## src/rtl/spi_pkg.sv

```systemverilog
// Shared types and helpers for the SPI serial-clock engine.
package spi_pkg;

  typedef enum logic [0:0] {
    IDLE = 1'b0,
    RUN  = 1'b1
  } state_e;

  localparam logic [1:0] SPI_RUN  = 2'b00;
  localparam logic [1:0] SPI_WAIT = 2'b01;

  // Baud divisor D = (sppr+1) << (spr+1); caller narrows to its divisor width.
  function automatic logic [31:0] calc_divisor(input logic [31:0] sppr_v,
                                               input logic [31:0] spr_v);
    return (sppr_v + 32'd1) << (spr_v + 32'd1);
  endfunction

endpackage

```

## src/rtl/spi_half_period_cnt.sv

```systemverilog
// Half-period counter: holds the latched half-period H and flags cnt==H-1 / cnt==H-2.
module spi_half_period_cnt #(
  parameter int unsigned DIV_W = 12
) (
  input  logic             clk,
  input  logic             rst,
  input  logic             load,
  input  logic             clr,
  input  logic             en,
  input  logic [DIV_W-1:0] half_in,
  output logic             term_c,
  output logic             pre_c
);

  logic [DIV_W-1:0] half_q, half_d;
  logic [DIV_W-1:0] cnt_q, cnt_d;

  assign term_c = (cnt_q == half_q - DIV_W'(1));
  // With H==1 there is no cycle before the edge, so no pre-terminal.
  assign pre_c  = (half_q > DIV_W'(1)) && (cnt_q == half_q - DIV_W'(2));

  always_comb begin
    half_d = half_q;
    cnt_d  = cnt_q;
    if (load) begin
      half_d = half_in;
      cnt_d  = '0;
    end else if (clr) begin
      cnt_d = '0;
    end else if (en) begin
      cnt_d = term_c ? '0 : cnt_q + DIV_W'(1);
    end
  end

  always_ff @(posedge clk or posedge rst) begin
    if (rst) begin
      half_q <= '0;
      cnt_q  <= '0;
    end else begin
      half_q <= half_d;
      cnt_q  <= cnt_d;
    end
  end

endmodule

```

## src/rtl/spi_sclk_engine.sv

```systemverilog
// SPI master serial-clock engine: divisor, SCLK generation, framing and
// sample/shift strobes with one-cycle-early pre-strobes.
module spi_sclk_engine
  import spi_pkg::*;
#(
  parameter int unsigned PRE_W  = 3,
  parameter int unsigned SPR_W  = 3,
  parameter int unsigned DIV_W  = 12,
  parameter int unsigned BITS_W = 4
) (
  input  logic              PClk,
  input  logic              PRESET,
  input  logic              SS,
  input  logic              spiswai,
  input  logic [1:0]        spi_mode,
  input  logic              cpol,
  input  logic              cpha,
  input  logic [PRE_W-1:0]  sppr,
  input  logic [SPR_W-1:0]  spr,
  input  logic [BITS_W-1:0] frame_bits,
  input  logic              start,
  output logic              sclk,
  output logic              busy,
  output logic              done,
  output logic              abort,
  output logic              sample_strb,
  output logic              shift_strb,
  output logic              sample_pre,
  output logic              shift_pre,
  output logic [DIV_W-1:0]  baud_rate_divisor,
  output logic [BITS_W:0]   edge_cnt
);

  localparam int unsigned EC_W = BITS_W + 1;
  localparam int unsigned NB_W = BITS_W + 2;

  if (DIV_W < PRE_W + (1 << SPR_W) + 1) begin : g_div_w_check
    $error("spi_sclk_engine: DIV_W too narrow for the largest divisor");
  end

  state_e            state_q, state_d;
  logic              sclk_q, sclk_d;
  logic              busy_q, busy_d;
  logic              done_q, done_d;
  logic              abort_q, abort_d;
  logic              samp_q, samp_d;
  logic              shift_q, shift_d;
  logic              spre_q, spre_d;
  logic              shpre_q, shpre_d;
  logic [EC_W-1:0]   edge_q, edge_d;
  logic [BITS_W-1:0] bits_q, bits_d;

  logic              select_c;
  logic [DIV_W-1:0]  half_c;
  logic [NB_W-1:0]   nbits_c;
  logic [NB_W-1:0]   last_idx_c;
  logic              last_c;
  logic              samp_sel_c;
  logic              cnt_load, cnt_clr, cnt_en;
  logic              term_c, pre_c;

  assign baud_rate_divisor = DIV_W'(calc_divisor(32'(sppr), 32'(spr)));
  assign half_c            = {1'b0, baud_rate_divisor[DIV_W-1:1]};
  assign select_c          = ~SS & ~spiswai & ((spi_mode == SPI_RUN) | (spi_mode == SPI_WAIT));

  // Frame length N (0 encodes 2^BITS_W); the frame ends on edge 2N.
  assign nbits_c    = (bits_q == '0) ? (NB_W'(1) << BITS_W) : NB_W'(bits_q);
  assign last_idx_c = (nbits_c << 1) - NB_W'(1);
  assign last_c     = (edge_q == EC_W'(last_idx_c));

  // Upcoming edge is leading when an even number of edges is done so far.
  assign samp_sel_c = ~edge_q[0] ^ cpha;

  spi_half_period_cnt #(
    .DIV_W (DIV_W)
  ) u_half_cnt (
    .clk     (PClk),
    .rst     (PRESET),
    .load    (cnt_load),
    .clr     (cnt_clr),
    .en      (cnt_en),
    .half_in (half_c),
    .term_c  (term_c),
    .pre_c   (pre_c)
  );

  always_comb begin
    state_d  = state_q;
    sclk_d   = sclk_q;
    busy_d   = busy_q;
    edge_d   = edge_q;
    bits_d   = bits_q;
    done_d   = 1'b0;
    abort_d  = 1'b0;
    samp_d   = 1'b0;
    shift_d  = 1'b0;
    spre_d   = 1'b0;
    shpre_d  = 1'b0;
    cnt_load = 1'b0;
    cnt_clr  = 1'b0;
    cnt_en   = 1'b0;
    unique case (state_q)
      IDLE: begin
        sclk_d  = cpol;
        edge_d  = '0;
        busy_d  = 1'b0;
        cnt_clr = 1'b1;
        if (start && select_c) begin
          state_d  = RUN;
          busy_d   = 1'b1;
          bits_d   = frame_bits;
          cnt_load = 1'b1;
        end
      end
      RUN: begin
        if (!select_c) begin
          state_d = IDLE;
          sclk_d  = cpol;
          edge_d  = '0;
          busy_d  = 1'b0;
          abort_d = 1'b1;
          cnt_clr = 1'b1;
        end else if (term_c) begin
          sclk_d  = ~sclk_q;
          samp_d  = samp_sel_c;
          shift_d = ~samp_sel_c;
          if (last_c) begin
            done_d = 1'b1;
            edge_d = '0;
            // A start on the final edge chains the next frame with no gap.
            if (start) begin
              bits_d   = frame_bits;
              cnt_load = 1'b1;
            end else begin
              state_d = IDLE;
              busy_d  = 1'b0;
              cnt_clr = 1'b1;
            end
          end else begin
            edge_d = edge_q + EC_W'(1);
            cnt_en = 1'b1;
          end
        end else begin
          cnt_en = 1'b1;
          if (pre_c) begin
            spre_d  = samp_sel_c;
            shpre_d = ~samp_sel_c;
          end
        end
      end
      default: state_d = IDLE;
    endcase
  end

  always_ff @(posedge PClk or posedge PRESET) begin
    if (PRESET) begin
      state_q <= IDLE;
      sclk_q  <= 1'b0;
      busy_q  <= 1'b0;
      done_q  <= 1'b0;
      abort_q <= 1'b0;
      samp_q  <= 1'b0;
      shift_q <= 1'b0;
      spre_q  <= 1'b0;
      shpre_q <= 1'b0;
      edge_q  <= '0;
      bits_q  <= '0;
    end else begin
      state_q <= state_d;
      sclk_q  <= sclk_d;
      busy_q  <= busy_d;
      done_q  <= done_d;
      abort_q <= abort_d;
      samp_q  <= samp_d;
      shift_q <= shift_d;
      spre_q  <= spre_d;
      shpre_q <= shpre_d;
      edge_q  <= edge_d;
      bits_q  <= bits_d;
    end
  end

  assign sclk        = sclk_q;
  assign busy        = busy_q;
  assign done        = done_q;
  assign abort       = abort_q;
  assign sample_strb = samp_q;
  assign shift_strb  = shift_q;
  assign sample_pre  = spre_q;
  assign shift_pre   = shpre_q;
  assign edge_cnt    = edge_q;

endmodule

```

## config.mk

```make
export PLATFORM = sky130hd
export DESIGN_NAME = spi_sclk_engine
export DESIGN_NICKNAME = d
export VERILOG_FILES = /design/src/rtl/spi_pkg.sv /design/src/rtl/spi_half_period_cnt.sv /design/src/rtl/spi_sclk_engine.sv
export SDC_FILE = /design/constraint.sdc
export NUM_CORES = 1
export LEC_CHECK = 0
export CAP_MARGIN = 0
export CORE_MARGIN = 10
export CORE_UTILIZATION = 55
export CTS_BUF_LIST = sky130_fd_sc_hd__clkbuf_2 sky130_fd_sc_hd__clkbuf_4 sky130_fd_sc_hd__clkbuf_8
export DETAILED_ROUTE_END_ITERATION = 12
export PLACE_DENSITY = 0.79
export SYNTH_ARGS = -nofsm -noshare
export SYNTH_HDL_FRONTEND = slang
export SYNTH_SLANG_ARGS = --single-unit
```

## constraint.sdc

```tcl
create_clock -name PClk -period 4 [get_ports PClk]
set_clock_uncertainty 0.05 [all_clocks]
set_input_delay 0.4 -clock PClk [delete_from_list [all_inputs] [get_ports PClk]]
set_output_delay 0.4 -clock PClk [all_outputs]
set_load 0.01 [all_outputs]
```

==> run metrics, run 1 <==
status=finished, final reports clean; Yosys cell types=55; Yosys top cell area share=0.339; Die Wd=~94 um; Hold Vio Cnt, Final=0; Die ar.=approximately 8900 um^2; DR vias/cell=5.81; placed inst area=approximately 3400 um^2; LEAKAGE=1.46 nW; mean post-synth cell area=8.94 um^2; ys flop type=dfrtp_1; worst hold slack=0.474 ns; Critical Path RT=4.13 ns; detailed router's first-iteration violation count=229; minimum clock period=3.41 ns; routability-driven placement congestion ratio=0.901; Reg clk slew, reported paths=~0.090 ns; final instance area=between 3000 and 4000 um^2; I/O Buffers=42; crit path buf inv count=1; share of post-route cells with drive strength above 1=0.0926; register area=about 1000 um^2; RSZ-0062 raised after global routing=no; # DRC=0; Max-slew headroom=0.533; Final nets=393; CTS Hold Bufs=0; number of synthesized flops with an enable pin=0; dominant cell type by area after synthesis=dfrtp_1; Worst setup EP type=flop; htree depth=2; Resized Gates After CTS=0; Crit Path Max Fanout=15; CP Data Arrival Time=3.54 ns; CTS tree=done; Design Power=1.29 mW; Power Density=362 nW/um^2; GRT overflow=0; DR vias=about 2.5k; post-synth net total=approximately 370; non-filler cells, final=437; largest net degree at the start of global routing=between 40 and 50; first-pass GRT wire length=about 12 mm; Die Y=94.2 um; row cnt=26; commonest cells in the netlist=dfrtp_1, nor2_1, nand2_1, xnor2_1, xor2_1; critical path's top delay family=simple AND/OR/NAND/NOR gates; crit path launch=u_half_cnt.half_q[1]$_DFFE_PP0N_; fillers=416; clock buffer depth=2; drt wl/cell=15.8 um; Core Area=around 5200 um^2; crit share post-route=0.853; post-detail-place hpwl=5.22 mm; I/O pin count=44; Worst-Skew Late Latency=0.30 ns; area grow syn2layout=17.3%; worst-margin pin slew=0.696 ns; initial antenna violation count=0; sequential share of the synthesized area=0.339; max cap viols=0; CTS root buffer=clkbuf_8; Fmax=about 300 MHz; fin. max-slew vios=0; synth top area cells=dfrtp_1, xnor2_1, xor2_1, mux2_4, nor2_1; Routed Antenna Nets=0; Tot GR Track Use=0.157; worst r2r src=u_half_cnt.half_q[1]$_DFFE_PP0N_; vias in the first global route=around 2.5k; Pre-Repair DR Iteration Count=4; setup TNS=0 ns; post-CTS setup buffer count=0; yosys warns=0; critical-path cell list=inv_1, ha_1, nor4b_1, mux2_2, o22ai_1, o21ai_2, o41ai_4, nand3_4, mux2_4; total wire length=6.89 mm; Gate Count Post-Synth=339; most frequent cell after synthesis=dfrtp_1; Initial Util=0.578; asr flop ratio synth=1.00; crit path launch type=flop; Antenna diodes=0; Tightest Hold Check Type=in -> async; multi-input combinational cell area=about 1800 um^2; synthesized area=3030 um^2; max incr delay on CP=0.51 ns; placed cell count=429; crit path kind=reg -> reg; Num CTS Buffers=5; worst vdd ir=171 uV; clock tree sinks=between 40 and 50; slowest cell on the critical path=nor4b_1; #FFs+latches synth=between 40 and 50; Setup Viol. Count Final=0
==> worst paths after layout <==
check | cells after the start | end | slack [ns]
worst min-delay path | 3 | edge_cnt[3]$_DFFE_PP0P_ | 0.47
worst min register to register | 1 | bits_q[1]$_DFFE_PP0P_ | 0.49
worst max register to register | 9 | u_half_cnt.half_q[1]$_DFFE_PP0N_ | 0.59
worst max-delay path | 9 | u_half_cnt.half_q[1]$_DFFE_PP0N_ | 0.59
max in group asynchronous | 3 | u_half_cnt.half_q[2]$_DFFE_PP0N_ | 3.06
min in group PClk | 1 | bits_q[1]$_DFFE_PP0P_ | 0.49
==> tightest hold or removal path: cells and delay by family <==
family                 cells  cell delay [ns]
buffers and inverters      3             0.88
==> layer usage <==
metal,vias to the layer above,share of wire,global-route usage
li1,1255,-,-
met1,1193,0.45,0.197
met2,78,0.47,0.253
met3,14,0.067,0.0456
met4,0,0.013,0.0443
met5,-,0,0
==> state kept, by name, indices dropped and copies added (netlist names) <==
| name | count |
|---|---|
| state_q | 1 |
| done | 1 |
| shift_strb | 1 |
| sample_strb | 1 |
| edge_cnt | 5 |
| sclk | 1 |
| shift_pre | 1 |
| u_half_cnt.half_q | 11 |
| busy | 1 |
| abort | 1 |
| u_half_cnt.cnt_q | 12 |
| sample_pre | 1 |
| bits_q | 4 |
==> cell families (layout without fill, tap and decap cells) <==
kind of cell	count (synthesis)	in the layout	synth area share
compound gates	63	63	0.153
xor+xnor	38	38	0.110
fa+ha+maj	8	8	0.0330
buf+inv	36	64	0.0545
flops	41	41	0.339
mux	18	18	0.0785
simple gates	135	135	0.233
==> final cells by class <==
class / count / share of cell area
flip-flops and latches: 41 / 0.289
inverters: 12 / 0.0127
clock buffers: 6 / 0.0232
multi-input cells: 262 / 0.517
repair buffers: 44 / 0.123
clock inverters: 2 / 0.0106
well taps: 70 / 0.0247
==> where the power goes <==
part	total [mW]	switching [mW]	internal (mW)
clock network	0.352	0.149	0.203
registers	0.498	0.0560	0.442
logic	0.435	0.225	0.210
total	1.29	0.430	0.855
==> stage by stage <==
stage,util,worst slack (ns)
floorplan,-,0.995
global placement,0.655,0.694
detailed placement,0.655,0.606
CTS,0.678,0.584
global route,0.678,0.333
finish,0.678,0.588
==> placed cells by master (no fill, tap or decap), types with 6 or more instances in the layout <==
cell type         n
dfrtp_1          41
nand2_1          27
mux2_2            6
nor3_1            6
xnor2_1          19
clkdlybuf4s50_1  42
and3_1            8
nand3_1          15
xor2_1           19
a21oi_1           9
or3_1             6
o21ai_0          16
nand4_1          10
a31oi_1           6
o211ai_1          6
and2_1            7
clkbuf_8          6
nor2_1           32
ha_1              8
mux2_4           10
inv_1            12
No activity file was read; power rests on OpenSTA's default activity.
==> run 2: changes to the inputs <==
--- a/config.mk
+++ b/config.mk
@@ -6,11 +6,10 @@
 export NUM_CORES = 1
 export LEC_CHECK = 0
 export CAP_MARGIN = 0
-export CORE_MARGIN = 10
 export CORE_UTILIZATION = 55
 export CTS_BUF_LIST = sky130_fd_sc_hd__clkbuf_2 sky130_fd_sc_hd__clkbuf_4 sky130_fd_sc_hd__clkbuf_8
 export DETAILED_ROUTE_END_ITERATION = 12
-export PLACE_DENSITY = 0.79
+export PLACE_DENSITY_LB_ADDON = 0.1
 export SYNTH_ARGS = -nofsm -noshare
 export SYNTH_HDL_FRONTEND = slang
 export SYNTH_SLANG_ARGS = --single-unit
==> run metrics, run 2 (synthesis gave the netlist of run 1 again) <==
status=finished, final reports clean; post-detail-place hpwl=5.04 mm (-3.4%); Die Y=76.2 um (-19%); I/O Buffers=42 (unchanged); Max-slew headroom=0.350 (-0.182); minimum clock period=3.41 ns (-0.000891 ns); DR top layer=met4; Biggest register=u_half_cnt.cnt_q; DR vias=2553 (+0.51%); Final nets=394 (+0.25%); most frequent cells in the layout=clkdlybuf4s50_1, dfrtp_1, nor2_1, nand2_1; worst vdd ir=191 uV (+12%); Crit Path Max Fanout=15 (unchanged); DR vias/cell=5.83 (+0.28%); crit path launch type=flop; I/O pin count=44 (unchanged); initial antenna violation count=0 (unchanged); crit path launch=u_half_cnt.half_q[2]$_DFFE_PP0N_; Worst setup EP type=flop; Reg clk slew, reported paths=0.08 ns (about the same); clock tree sinks=41 (unchanged); Tightest Hold Check Type=reg -> reg; Fmax=293 MHz (about the same); Die Wd=76.2 um (-19%); critical path's top delay family=simple AND/OR/NAND/NOR gates; GRT overflow=0 (unchanged); CP Data Arrival Time=3.54 ns (about the same); row cnt=26 (unchanged); worst r2r src=u_half_cnt.half_q[2]$_DFFE_PP0N_; Critical Path RT=4.13 ns (about the same); RSZ-0062 raised after global routing=no; CTS Hold Bufs=0 (unchanged); Tot GR Track Use=0.242 (+0.0856); Core Area=5200 um^2 (-0.62%); fillers=442 (+6.3%); worst-margin pin slew=0.974 ns (+0.278 ns); post-CTS setup buffer count=0 (unchanged); Worst-Skew Late Latency=0.29 ns (about the same); slowest cell on the critical path=nor4b_1; Pre-Repair DR Iteration Count=5 (+1); clock buffer depth=2 (unchanged); Resized Gates After CTS=0 (unchanged); routability-driven placement congestion ratio=0.896 (-0.57%); Num CTS Buffers=5 (unchanged); flop2flop setup slack=0.59 ns (about the same); total wire length=6.66 mm (-3.2%); final core utilization=0.680 (+0.00208); share of post-route cells with drive strength above 1=0.0951 (+0.00247); CTS root buffer=clkbuf_8; first-pass GRT wire length=11.3 mm (-2.0%); Initial Util=0.582 (+0.00361); htree depth=2 (unchanged); setup TNS=0 ns (unchanged); vias in the first global route=2434 (-0.73%); largest net degree at the start of global routing=27 (-36%); commonest non-fill, non-tap cell in the layout=clkdlybuf4s50_1; metal2 WL=3.28 mm (+0.77%); routed wl met3=243 um (-48%); area grow syn2layout=16.9%; Setup Viol. Count Final=0 (unchanged); drt wl/cell=15.2 um (-3.5%); LEAKAGE=1.46 nW (+0.14%); Routed Antenna Nets=0 (unchanged); crit share post-route=0.853 (about the same); detailed router's first-iteration violation count=162 (-29%); crit path buf inv count=1 (unchanged); Hold Vio Cnt, Final=0 (unchanged); Die ar.=5810 um^2 (-35%); max cap viols=0 (unchanged); hold_sp=bits_q[1]$_DFFE_PP0P_; CTS tree=done; critical-path cell list=inv_1, ha_1, nor4b_1, mux2_2, o22ai_1, o21ai_2, o41ai_4, nand3_4, mux2_4; crit path kind=reg -> reg; max reg flops=12 (unchanged); met1 wire length=3.06 mm (-0.52%); # DRC=0 (unchanged); fin. max-slew vios=0 (unchanged); Antenna diodes=0 (unchanged); max incr delay on CP=0.51 ns (about the same); Power Density=347 nW/um^2 (-4.0%)
run 2: changes by cell type in the layout (fill, tap and decap cells not counted):
cell	delta
buf_4	+1
bufinv_16	-1
clkbuf_8	+1
clkinv_2	+1
clkinvlp_4	-1
run 2: layout make-up:
type	instances	area, um^2	share of cell area
Timing Repair Buffer	45	443	0.125
Clock inverter	1	5.00	0.00141
Sequential cell	41	1030	0.290
Inverter	12	45.0	0.0127
Tap cell	70	87.6	0.0247
Clock buffer	7	96.3	0.0272
Multi-Input combinational cell	262	1840	0.519
run 2: metrics by stage:
step / area [um^2] / setup slack, ns / std cells / power, mW / hold slack, ns
2_1_floorplan: 3030 / 0.995 / 339 / 0.838 / 0.453
3_3_place_gp: 3440 / 0.698 / 430 / 0.921 / 0.469
3_5_place_dp: 3440 / 0.617 / 430 / 0.938 / 0.485
4_1_cts: 3540 / 0.609 / 438 / 1.24 / 0.505
5_1_grt: 3540 / 0.337 / 438 / 1.31 / 0.527
6_report: 3540 / 0.589 / 438 / 1.23 / 0.497
run 2: path summary, 6_finish.rpt:
path	cells after the start	to
worst max-delay path	9	u_half_cnt.half_q[6]$_DFFE_PP0N_
worst min-delay path	1	bits_q[1]$_DFFE_PP0P_
worst max register to register	9	u_half_cnt.half_q[6]$_DFFE_PP0N_
worst min register to register	1	bits_q[1]$_DFFE_PP0P_
max in group asynchronous	3	u_half_cnt.half_q[4]$_DFFE_PP0N_
min in group asynchronous	2	sample_strb$_DFF_PP0_
run 2: layer usage:
layer,vias to the layer above,GRT usage
met5,-,0
met4,0,0.0808
met3,8,0.0467
met2,62,0.403
met1,1225,0.316
li1,1258,-
run 2: where the power goes:
group | total (mW) | switching, mW | leakage [nW] | internal [mW]
registers | 0.498 | 0.0561 | 0.555 | 0.442
logic | 0.435 | 0.225 | 0.850 | 0.211
clock network | 0.297 | 0.141 | 0.0542 | 0.156
==> run 3: changes to the inputs <==
--- a/config.mk
+++ b/config.mk
@@ -9,6 +9,7 @@
 export CORE_UTILIZATION = 55
 export CTS_BUF_LIST = sky130_fd_sc_hd__clkbuf_2 sky130_fd_sc_hd__clkbuf_4 sky130_fd_sc_hd__clkbuf_8
 export DETAILED_ROUTE_END_ITERATION = 12
+export GPL_TIMING_DRIVEN = 0
 export PLACE_DENSITY_LB_ADDON = 0.1
 export SYNTH_ARGS = -nofsm -noshare
 export SYNTH_HDL_FRONTEND = slang
==> run metrics, run 3 (synthesis gave the netlist of run 1 again) <==
placed cell count=450 (+4.7%); CTS root buffer=clkbuf_8; Num CTS Buffers=5 (unchanged); clock tree sinks=41 (unchanged); Reg clk slew, reported paths=0.08 ns (about the same); I/O pin count=44 (unchanged); drt wl/cell=14.3 um (-6.2%); Die Y=76.2 um (unchanged); Pre-Repair DR Iteration Count=4 (-1); Final nets=414 (+5.1%); initial antenna violation count=0 (unchanged); CTS Hold Bufs=0 (unchanged); Antenna diodes=0 (unchanged); fin. max-slew vios=0 (unchanged); Fmax=287 MHz (-1.9%); max cap viols=0 (unchanged); Tightest Hold Check Type=reg -> reg; final instance area=3650 um^2 (+3.0%); status=finished, final reports clean; slowest cell on the critical path=clkdlybuf4s50_1; Setup Viol. Count Final=0 (unchanged); worst r2r src=u_half_cnt.half_q[1]$_DFFE_PP0N_; minimum clock period=3.48 ns (+0.0673 ns); CTS tree=done; critical-path cell list=clkdlybuf4s50_1, ha_1, clkbuf_1, o211ai_1, o31ai_1, nand2_1, o21ai_0, clkdlybuf4s50_1; vias in the first global route=2428 (-0.25%); Worst setup EP type=output pin; Worst Hold Endpoint=bits_q[1]$_DFFE_PP0P_; flop2flop setup slack=0.63 ns (+0.04 ns); hold path cells=1 (unchanged); Resized Gates After CTS=0 (unchanged); RSZ-0062 raised after global routing=no; critical path's top delay family=buffers and inverters; row cnt=26 (unchanged); placed inst area=3530 um^2 (+2.5%); worst-margin pin slew=0.830 ns (-0.144 ns); # DRC=0 (unchanged); crit share post-route=0.870 (+0.0168); Max-slew headroom=0.446 (+0.0958); max reg flops=12 (unchanged); worst hold slack=0.486 ns (-0.0111 ns); Worst-Skew Late Latency=0.30 ns (about the same); most frequent cells in the layout=dfrtp_1, clkdlybuf4s50_1, nor2_1, nand2_1; reg-to-reg endpoint=u_half_cnt.half_q[1]$_DFFE_PP0N_; first-pass GRT wire length=11.3 mm (unchanged); crit path kind=in -> out; Power Density=357 nW/um^2 (+2.8%); Tot GR Track Use=0.239 (-0.00298); clock buffer depth=2 (unchanged); Biggest register=u_half_cnt.cnt_q; htree depth=2 (unchanged); Crit Path Max Fanout=10 (-5); post-CTS setup buffer count=0 (unchanged); Die ar.=5810 um^2 (unchanged); register area=1030 um^2 (unchanged); worst vdd ir=199 uV (+4.3%); non-filler cells, final=458 (+4.6%); Core Area=5200 um^2 (unchanged); GRT overflow=0 (unchanged); total wire length=6.54 mm (-1.9%); LEAKAGE=1.51 nW (+3.2%); setup TNS=0 ns (unchanged); routability-driven placement congestion ratio=0.893 (-0.41%); Die Wd=76.2 um (unchanged); fillers=423 (-4.3%); max incr delay on CP=0.61 ns (+0.10 ns); most numerous cell on the critical path=clkdlybuf4s50_1; Initial Util=0.582 (unchanged); share of post-route cells with drive strength above 1=0.111 (+0.0157); detailed router's first-iteration violation count=204 (+26%); DR vias=2615 (+2.4%); crit path buf inv count=3 (+2); hold_sp=bits_q[1]$_DFFE_PP0P_; post-detail-place hpwl=4.90 mm (-2.8%); crit path launch type=primary input; multi-input combinational cell area=1840 um^2 (unchanged); DR vias/cell=5.71 (-2.0%); Critical Path RT=3.55 ns (-0.58 ns); Reg2Reg Depth=11 (+2); CP Data Arrival Time=3.03 ns (-0.51 ns); I/O Buffers=41 (-2.4%); largest net degree at the start of global routing=42 (+56%); Hold Vio Cnt, Final=0 (unchanged); Routed Antenna Nets=0 (unchanged); area grow syn2layout=20.4%
[run 3: changes by cell type in the layout (fill, tap and decap cells not counted), sizes merged]
cell,before,now
clkinv,1,0
buf,3,9
clkinvlp,0,1
clkdlybuf4s50,42,41
bufinv,0,1
clkbuf,7,21
[run 3: how the worst max path moves through the flow]
stage	startpoint	end	slack, ns	depth (start not counted)
after floorplan	u_half_cnt.half_q[2]$_DFFE_PP0N_	u_half_cnt.half_q[0]$_DFFE_PP0N_	0.99	12
after global placement	spr[1]	baud_rate_divisor[11]	0.58	8
after detailed placement	spr[1]	baud_rate_divisor[8]	0.61	8
after CTS	spr[1]	baud_rate_divisor[8]	0.58	8
after global routing	spr[1]	baud_rate_divisor[11]	0.36	8
final	spr[1]	baud_rate_divisor[8]	0.52	8
[run 3: report_power, final]
group | internal [mW] | switching (mW) | total, mW | leakage, nW
clock network | 0.203 | 0.154 | 0.357 | 0.0574
registers | 0.442 | 0.0321 | 0.474 | 0.555
logic | 0.222 | 0.250 | 0.471 | 0.894
total | 0.867 | 0.436 | 1.30 | 1.51
[run 3: layout make-up]
type | count | share of cell area
plain buffers | 24 | 0.0329
clock buffers | 6 | 0.0226
clock inverters | 2 | 0.0103
inverters | 12 | 0.0123
multi-input cells | 262 | 0.504
flip-flops and latches | 41 | 0.281
well taps | 70 | 0.0240
repair buffers | 41 | 0.113
[run 3: metrics by stage]
stage,util,total power [mW],setup WS (ns)
global route,0.701,1.39,0.359
detailed placement,0.678,0.949,0.613
CTS,0.701,1.30,0.582
floorplan,-,0.838,0.995
global placement,0.678,0.934,0.579
finish,0.701,1.30,0.521
[run 3: worst register-to-register path: cells and delay by family (launching register included)]
family,cells,cell delay (ns)
AO/OA/AOI/OAI,3,0.73
multiplexers,2,0.70
AND/OR/NAND/NOR,2,0.64
buffers and inverters,3,0.53
flip-flops,1,0.46
adder cells (fa/ha/maj),1,0.15
[run 3: routing by layer]
metal  vias to the layer above  share of wire  GRT usage
met5                         -              0          0
met4                         0          0.011     0.0673
met3                         7          0.044     0.0383
met2                        72           0.48      0.388
met1                      1243           0.47      0.331
li1                       1293              -          -
